**config.mk**
```make
export PLATFORM = sky130hd
export DESIGN_NAME = ps2_mouse_ctrl
export DESIGN_NICKNAME = d
export VERILOG_FILES = /design/src/rtl/ps2_pkg.sv /design/src/rtl/ps2_pkt_assembler.sv /design/src/rtl/ps2_mouse_ctrl.sv
export SDC_FILE = /design/constraint.sdc
export NUM_CORES = 1
export LEC_CHECK = 0
export CAP_MARGIN = 25
export CORE_ASPECT_RATIO = 1.1
export CORE_MARGIN = 4
export CORE_UTILIZATION = 49
export DETAILED_ROUTE_END_ITERATION = 8
export PLACE_DENSITY_LB_ADDON = 0.15
export SYNTH_ARGS = -nofsm -noshare
export SYNTH_HDL_FRONTEND = slang
export SYNTH_SLANG_ARGS = --single-unit
export TNS_END_PERCENT = 1
```
**constraint.sdc**
```tcl
create_clock -name clk -period 2.3 [get_ports clk]
set_input_delay 0.46 -clock clk [delete_from_list [all_inputs] [get_ports clk]]
set_output_delay 0.46 -clock clk [all_outputs]
set_load 0.02 [all_outputs]
```
**src/rtl/ps2_pkg.sv**
```systemverilog
// Shared PS/2 mouse constants, controller states and the bring-up step ROM.
// The step ROM is pure combinational lookup and has no latency.
package ps2_pkg;

  localparam logic [7:0] CMD_RESET    = 8'hFF;
  localparam logic [7:0] CMD_SET_RATE = 8'hF3;
  localparam logic [7:0] CMD_ENABLE   = 8'hF4;

  localparam logic [7:0] RSP_ACK    = 8'hFA;
  localparam logic [7:0] RSP_RESEND = 8'hFE;
  localparam logic [7:0] RSP_BAT_OK = 8'hAA;
  localparam logic [7:0] RSP_ID     = 8'h00;

  typedef enum logic [2:0] {
    ST_LOAD,
    ST_SEND,
    ST_WAIT_RSP,
    ST_STREAM,
    ST_FAIL
  } ctrl_state_t;

  // First byte of a stream packet, minus the always-one sync bit.
  typedef struct packed {
    logic       y_ovf;
    logic       x_ovf;
    logic       y_sign;
    logic       x_sign;
    logic [2:0] btn;
  } pkt_hdr_t;

  function automatic logic [7:0] step_cmd(input logic [1:0] step, input logic [7:0] rate);
    logic [7:0] cmd;
    case (step)
      2'd0:    cmd = CMD_RESET;
      2'd1:    cmd = CMD_SET_RATE;
      2'd2:    cmd = rate;
      default: cmd = CMD_ENABLE;
    endcase
    return cmd;
  endfunction

  function automatic logic [7:0] step_rsp(input logic [1:0] step, input logic [1:0] idx);
    logic [7:0] rsp;
    rsp = RSP_ACK;
    if (step == 2'd0) begin
      case (idx)
        2'd1:    rsp = RSP_BAT_OK;
        2'd2:    rsp = RSP_ID;
        default: rsp = RSP_ACK;
      endcase
    end
    return rsp;
  endfunction

  function automatic logic [1:0] step_last_idx(input logic [1:0] step);
    return (step == 2'd0) ? 2'd2 : 2'd0;
  endfunction

endpackage

```
**src/rtl/ps2_pkt_assembler.sv**
```systemverilog
// Frames 3-byte PS/2 stream packets into buttons and 9-bit signed deltas.
// pkt_valid pulses one cycle after the third byte; no backpressure, bytes arrive at the PHY's pace.
module ps2_pkt_assembler
  import ps2_pkg::*;
(
  input  logic       clk,
  input  logic       rst,
  input  logic       en,
  input  logic       rx_valid,
  input  logic [7:0] rx_byte,
  output logic       pkt_valid,
  output logic [2:0] pkt_status,
  output logic [8:0] pkt_dx,
  output logic [8:0] pkt_dy
);

  logic [1:0] idx;
  pkt_hdr_t   hdr;
  logic [7:0] b1;

  always_ff @(posedge clk or posedge rst) begin
    if (rst) begin
      idx        <= 2'd0;
      hdr        <= '0;
      b1         <= 8'd0;
      pkt_valid  <= 1'b0;
      pkt_status <= 3'd0;
      pkt_dx     <= 9'd0;
      pkt_dy     <= 9'd0;
    end else begin
      pkt_valid <= 1'b0;
      if (!en) begin
        idx <= 2'd0;
      end else if (rx_valid) begin
        case (idx)
          2'd0: begin
            // Bit 3 is always set in a genuine header; anything else is resync noise.
            if (rx_byte[3]) begin
              hdr <= pkt_hdr_t'({rx_byte[7:4], rx_byte[2:0]});
              idx <= 2'd1;
            end
          end
          2'd1: begin
            b1  <= rx_byte;
            idx <= 2'd2;
          end
          default: begin
            idx <= 2'd0;
            if (!hdr.y_ovf && !hdr.x_ovf) begin
              pkt_valid  <= 1'b1;
              pkt_status <= hdr.btn;
              pkt_dx     <= {hdr.x_sign, b1};
              pkt_dy     <= {hdr.y_sign, rx_byte};
            end
          end
        endcase
      end
    end
  end

endmodule

```
**src/rtl/ps2_mouse_ctrl.sv**
```systemverilog
// PS/2 mouse bring-up sequencer with resend/timeout retries, then packet streaming.
// One byte in flight: tx_req holds until tx_done; responses are consumed as they arrive.
module ps2_mouse_ctrl
  import ps2_pkg::*;
#(
  parameter logic [19:0] TIMEOUT     = 20'd500000,
  parameter logic [1:0]  MAX_RETRY   = 2'd2,
  parameter logic [7:0]  SAMPLE_RATE = 8'd100
) (
  input  logic       clk,
  input  logic       rst,
  input  logic       reinit,
  output logic       tx_req,
  output logic [7:0] tx_byte,
  input  logic       tx_done,
  input  logic       rx_valid,
  input  logic [7:0] rx_byte,
  output logic       pkt_valid,
  output logic [2:0] pkt_status,
  output logic [8:0] pkt_dx,
  output logic [8:0] pkt_dy,
  output logic       ready,
  output logic       err
);

  ctrl_state_t state, state_d;
  logic [1:0]  step, step_d;
  logic [1:0]  rsp_idx, rsp_idx_d;
  logic [1:0]  retry, retry_d;
  logic [19:0] tmo_cnt;
  logic        cnt_clr;
  logic [2:0]  retry_inc;
  logic        retry_over;
  logic        timeout;

  assign retry_inc  = {1'b0, retry} + 3'd1;
  assign retry_over = retry_inc > {1'b0, MAX_RETRY};
  assign timeout    = (tmo_cnt == TIMEOUT - 20'd1);

  always_ff @(posedge clk or posedge rst) begin
    if (rst) begin
      state   <= ST_LOAD;
      step    <= 2'd0;
      rsp_idx <= 2'd0;
      retry   <= 2'd0;
    end else begin
      state   <= state_d;
      step    <= step_d;
      rsp_idx <= rsp_idx_d;
      retry   <= retry_d;
    end
  end

  always_comb begin
    state_d   = state;
    step_d    = step;
    rsp_idx_d = rsp_idx;
    retry_d   = retry;
    cnt_clr   = 1'b0;
    if (reinit) begin
      state_d = ST_LOAD;
      step_d  = 2'd0;
      retry_d = 2'd0;
    end else begin
      case (state)
        ST_LOAD: state_d = ST_SEND;
        ST_SEND: begin
          if (tx_req && tx_done) begin
            state_d   = ST_WAIT_RSP;
            rsp_idx_d = 2'd0;
            cnt_clr   = 1'b1;
          end
        end
        ST_WAIT_RSP: begin
          if (rx_valid) begin
            cnt_clr = 1'b1;
            if (rx_byte == step_rsp(step, rsp_idx)) begin
              if (rsp_idx == step_last_idx(step)) begin
                if (step == 2'd3) begin
                  state_d = ST_STREAM;
                end else begin
                  step_d  = step + 2'd1;
                  state_d = ST_LOAD;
                end
              end else begin
                rsp_idx_d = rsp_idx + 2'd1;
              end
            end else if (rx_byte == RSP_RESEND) begin
              retry_d = retry_inc[1:0];
              state_d = retry_over ? ST_FAIL : ST_SEND;
            end else begin
              retry_d = retry_inc[1:0];
              step_d  = 2'd0;
              state_d = retry_over ? ST_FAIL : ST_LOAD;
            end
          end else if (timeout) begin
            retry_d = retry_inc[1:0];
            step_d  = 2'd0;
            state_d = retry_over ? ST_FAIL : ST_LOAD;
          end
        end
        ST_STREAM, ST_FAIL: ;
        default: state_d = ST_LOAD;
      endcase
    end
  end

  // Counter idles at zero outside WAIT_RSP so every entry starts a fresh window.
  always_ff @(posedge clk or posedge rst) begin
    if (rst) begin
      tmo_cnt <= 20'd0;
    end else if (cnt_clr || state != ST_WAIT_RSP) begin
      tmo_cnt <= 20'd0;
    end else begin
      tmo_cnt <= tmo_cnt + 20'd1;
    end
  end

  always_ff @(posedge clk or posedge rst) begin
    if (rst) begin
      tx_req  <= 1'b0;
      tx_byte <= 8'd0;
    end else begin
      if (state == ST_LOAD) begin
        tx_byte <= step_cmd(step, SAMPLE_RATE);
      end
      tx_req <= (state == ST_SEND) && !(tx_req && tx_done) && !reinit;
    end
  end

  assign ready = (state == ST_STREAM);
  assign err   = (state == ST_FAIL);

  ps2_pkt_assembler u_asm (
    .clk        (clk),
    .rst        (rst),
    .en         ((state == ST_STREAM) && !reinit),
    .rx_valid   (rx_valid),
    .rx_byte    (rx_byte),
    .pkt_valid  (pkt_valid),
    .pkt_status (pkt_status),
    .pkt_dx     (pkt_dx),
    .pkt_dy     (pkt_dy)
  );

endmodule

```
# == Yosys cells after proc, flatten, opt, wreduce, memory -nomap -nowiden ==
# Index checks and enable logic that the tools add are counted.
# op_classes
addsub,4
order_cmp,1
eq_ne,29
mux,49
bitwise_logic,2
n_reduce_logical,26
# ops
op,n
2-bit two-way mux,22
8-bit two-way mux,4
3-bit two-way mux,9
8-bit one-hot mux with 3 select lines,1
"20-bit by 1-bit adder with 20-bit output, second input constant",1
"20-bit by 19-bit == test with 1-bit output, second input constant",1
20-bit two-way mux,1
8-bit one-hot mux with 2 select lines,1
"4-bit inequality test, second input constant",3
3-bit one-hot mux with 4 select lines,1
4-bit AND reduction,3
"2-bit inequality test, second input constant",5
8-bit == test,1
"8-bit == test, second input constant",1
2-bit one-hot mux with 2 select lines,2
1-bit two-way mux,7
"2-bit by 1-bit == test with 1-bit output, second input constant",3
"2-bit == test, second input constant",3
"3-bit by 2-bit == test with 1-bit output, second input constant",2
"3-bit by 2-bit inequality test with 1-bit output, second input constant",2
"3-bit inequality test, second input constant",2
3-bit AND reduction,2
6-bit AND reduction,1
1-bit logical AND,5
other kinds (20),28
# word_totals
reg_bits,77
inputBits,13
out_inout_bits,33
wordCells,129

# == Logic depth before layout (Yosys ltp) ==
# logic_depth
word_depth,11
depth_mapped,7
depth_no_buf,7

# == Cells and area by module ==
# From an unflattened synthesis, not the netlist that was laid out.
# unflattened
cells_unflattened,301
area_unflattened_um2,3510.9
# by_module_without_submodules
mod,instances,cells_each,area_per_inst_um2,seq_area_each_um2
ps2_mouse_ctrl,1,214,2009.4,875.8
ps2_pkt_assembler,1,87,1501.4,975.9

# == Least setup slack after synthesis ==
# OpenSTA, ideal clock, no wires.
# synth_path
path_kind,register to register
start,register step[0]
end,register retry[0]
setup_time_ns,0.078
arrival_ns,1.938
required_ns,2.222
path_slack_ns,0.285
stages_incl_launch_ff,8
path_buffers,0
period_less_slack_ns,2.015
path_cell_list,dfrtp_1 inv_1 ha_1 nor2b_1 mux2i_1 nor4_2 or3_1 a21oi_1
# synth_via
elab_chain_len,8
# synth_lines
item,line,text
from (decl),ps2_mouse_ctrl.sv:27,"logic [1:0] step, step_d;"
from (signal assigned),ps2_mouse_ctrl.sv:48,step <= step_d;
2-bit logical NOT,ps2_pkg.sv:45,if (step == 2'd0) begin
8-bit two-way mux,ps2_pkg.sv:45,
8-bit two-way mux,ps2_mouse_ctrl.sv:75,if (rx_valid) begin
8-bit two-way mux,ps2_mouse_ctrl.sv:65,case (state)
8-bit two-way mux,ps2_mouse_ctrl.sv:60,if (reinit) begin
8-bit == test,ps2_mouse_ctrl.sv:77,"if (rx_byte == step_rsp(step, rsp_idx)) begin"
3-bit inequality test (no source line),-,
3-bit AND reduction (no source line),-,
to (signal assigned),ps2_mouse_ctrl.sv:50,retry <= retry_d;
to (decl),ps2_mouse_ctrl.sv:29,"logic [1:0] retry, retry_d;"
# Every way passes these cells. The select of a mux whose other input is x is not followed.
# A chain may end at the register's enable or synchronous reset.

# == Worst setup path after layout ==
# layout_path
start,register state[0]
end,output err
# layout_via
elab_chain_len,1
# layout_lines
item,line,text
from (decl),ps2_mouse_ctrl.sv:26,"ctrl_state_t state, state_d;"
from (signal assigned),ps2_mouse_ctrl.sv:47,state <= state_d;
3-bit == test,ps2_mouse_ctrl.sv:132,assign err = (state == ST_FAIL);
to (decl),ps2_mouse_ctrl.sv:23,output logic err
# Every way passes these cells.

==> run metrics <==
initial DRC count 170; largest net degree at the start of global routing between 70 and 80; RR Startpoint step[1]; ANT cells 0; global-route usage over all layers 0.183; fmax between 400 and 500 MHz; post-synthesis mux area share 0.132; Final period util 0.944; worst IR drop on VDD 0.432 mV; Post-synth ARST share 1.00; area leader, netlist dfrtp_1; max_cap viols 0; main flop type after synthesis dfrtp_1; Final GP Congestion 0.856; total CTS buffers 9; DRC Markers 0; Worst-Skew Late Latency between 0.3 and 0.4 ns; Worst Skew between 0.01 and 0.015 ns; Clock transition at path regs around 0.080 ns; top-area cell type share of the netlist area 0.532; Setup-failing EPs final 0; fin crit period 2.17 ns; clock sink count 74; Clock Path Buffers 2; critical path class reg2out; Worst Path Max Fanout 10; TritonCTS clock tree yes; layout cell share with drive strength beyond 1 0.226; hold_buf cts 0; Worst setup SP type flip-flop; worst slew pin tran about 0.5 ns; FF+latch count, synth between 70 and 80; Inst Count DP about 450; Port Buf Inserts between 40 and 50; NumNets Final slightly below 400; Die ar. between 8000 and 9000 um2; largest family of logic cells by synthesized area simple AND/OR/NAND/NOR gates; initial core utilization 0.515; Crit. End Element primary output; Final HPWL DP 5000 um; H-Tree Depth 3; Tot Pwr 0.00251 W; adder-cell share of the synthesized area 0.0324; die extent in x 88.3 um; XOR/XNOR Fraction of Synth Area 0.0428; post-route antenna net violation count 0; Hold Path Origin tx_byte[6]; Syn Area/Cell 11.3 um2; Hold Vio Cnt, Final 0; Vias/cell 5.41; slew margin rel. 0.657; Synth Instances around 310; Layout area overhead 25.9%; Worst R2R Path Depth 8; Die Ht approximately 96 um; postcts setup bufs 0; synthesized cell area between 3000 and 4000 um2; via count 2506; RSZ-0062 raised after global routing false; WL/cell around 15 um; simple-gate share of the synthesized area 0.179; CP arrival roughly 1.7 ns; Finished Layout Cells around 460; clk root buf clkbuf_8; Post-synth EDFFs 0; Pre-antenna DRT Iters 4; initial antenna violation count 0; num rows 31; post-synthesis sequential area ratio 0.532; Worst Setup SP state[0]; post-synth cell types 46; most common cell after layout, fill and taps aside dfrtp_1; final core occ 0.649; drt total wl approximately 7000 um; CORE AREA roughly 6700 um2; Synth Area in Compound Gates 0.0504; syn nets around 330; most frequent cells in the layout 74 x dfrtp_1, 44 x clkdlybuf4s50_1, 38 x mux2_2; HP Class reg2reg; grt total ovfl 0; first-pass GRT wire length approximately 12000 um; CP Data Required Time about 1.8 ns; max-slew violation count 0; WHS Path Cells 1; Area contributors post-synth dfrtp_1 53%, mux2_2 12%, nor2_1 3.8%; P_leak roughly 1.9 nW; Hold Slack 0.493 ns; I/O pin cnt 46; number of global-route vias before repair 2541; outcome finished, final reports clean; Synth warnings 0; pwr/cell area roughly 570 nW/um2
metrics by stage:
step | setup TNS (ns) | worst slack (ns) | instance area, um2
2_1_floorplan | 0 | 0.285 | 3480
3_3_place_gp | -0.152 | -0.0616 | 4170
3_5_place_dp | -0.418 | -0.148 | 4170
4_1_cts | 0 | 0.0189 | 4370
5_1_grt | 0 | 0.000113 | 4380
6_report | 0 | 0.128 | 4380
flip-flops by register name (all words and copies together), names as in the netlist:
register	flops
u_asm.b1	8
tx_req	1
retry	2
u_asm.pkt_dx	9
state	3
u_asm.pkt_status	3
tmo_cnt	20
u_asm.hdr	7
u_asm.pkt_dy	9
u_asm.idx	2
u_asm.pkt_valid	1
tx_byte	5
rsp_idx	2
step	2
cell usage after synthesis, types with 2 or more instances:
cell / n
nand2b_1: 2
dfrtp_1: 74
or3_1: 5
nor4_1: 5
nand3_2: 2
xnor2_1: 8
mux2i_1: 3
xor2_1: 9
nand3_1: 9
nand4_1: 7
mux2_2: 38
nand3b_1: 3
buf_4: 3
inv_1: 12
buf_2: 5
a21oi_1: 8
clkbuf_1: 3
nor4_2: 2
nor2_1: 35
ha_1: 9
nor3_1: 11
nand4b_1: 2
o21ai_0: 9
a22oi_1: 2
o32ai_1: 2
nand2_1: 16
and3_1: 4
nor2b_1: 3
metal layers:
layer | up-vias | track usage | wire length [um]
met4 | 0 | 0.0642 | 61
met3 | 4 | 0.0377 | 349
met5 | - | 0 | 0
met2 | 62 | 0.285 | 3310
met1 | 1217 | 0.253 | 3380
li1 | 1223 | - | -
critical path, stage by stage, from the launching register on:
cell and delay [ns]:
dfrtp_1 0.48, nor2_1 0.13, nand2_1 0.09, inv_1 0.08, clkdlybuf4s50_1 0.59
timing repair:
action | CTS | global route
endpoints found under the setup margin | 0 | 5
resized for setup | 0 | 2
endpoints found under the hold margin | 0 | 0
where the power goes:
part	internal [W]	switching, W
sequential	0.00132	0.0000183
combinational	0.0000719	0.0000880
clock	0.000511	0.000508
total	0.00190	0.000614
logic make-up (layout without fill, tap and decap cells):
logic type | Yosys count | count (layout)
AOI/OAI and AO/OA | 28 | 28
xor gates and xnor gates | 17 | 17
adders and majority gates | 9 | 9
buffers and inverters | 24 | 96
DFF | 74 | 74
muxes | 41 | 41
and+or+nand+nor | 116 | 116
path summary, 6_finish.rpt:
path                                    to  slack, ns
max                                    err       0.13
min                             tx_byte[6]       0.49
max reg2reg                       retry[0]       0.13
min reg2reg                     tx_byte[6]       0.49
max in group asynchronous  u_asm.pkt_dy[0]       1.42
min in group asynchronous  u_asm.pkt_dx[2]       0.55
area by class of cell:
| type | instances | area, um2 |
|---|---|---|
| Timing Repair Buffer | 68 | 651 |
| Inverter | 12 | 48.8 |
| Fill cell | 571 | 2370 |
| Multi-Input combinational cell | 211 | 1520 |
| Clock inverter | 7 | 78.8 |
| Sequential cell | 74 | 1850 |
| Clock buffer | 9 | 124 |
| Tap cell | 82 | 103 |
No activity file was read; power rests on OpenSTA's default activity.
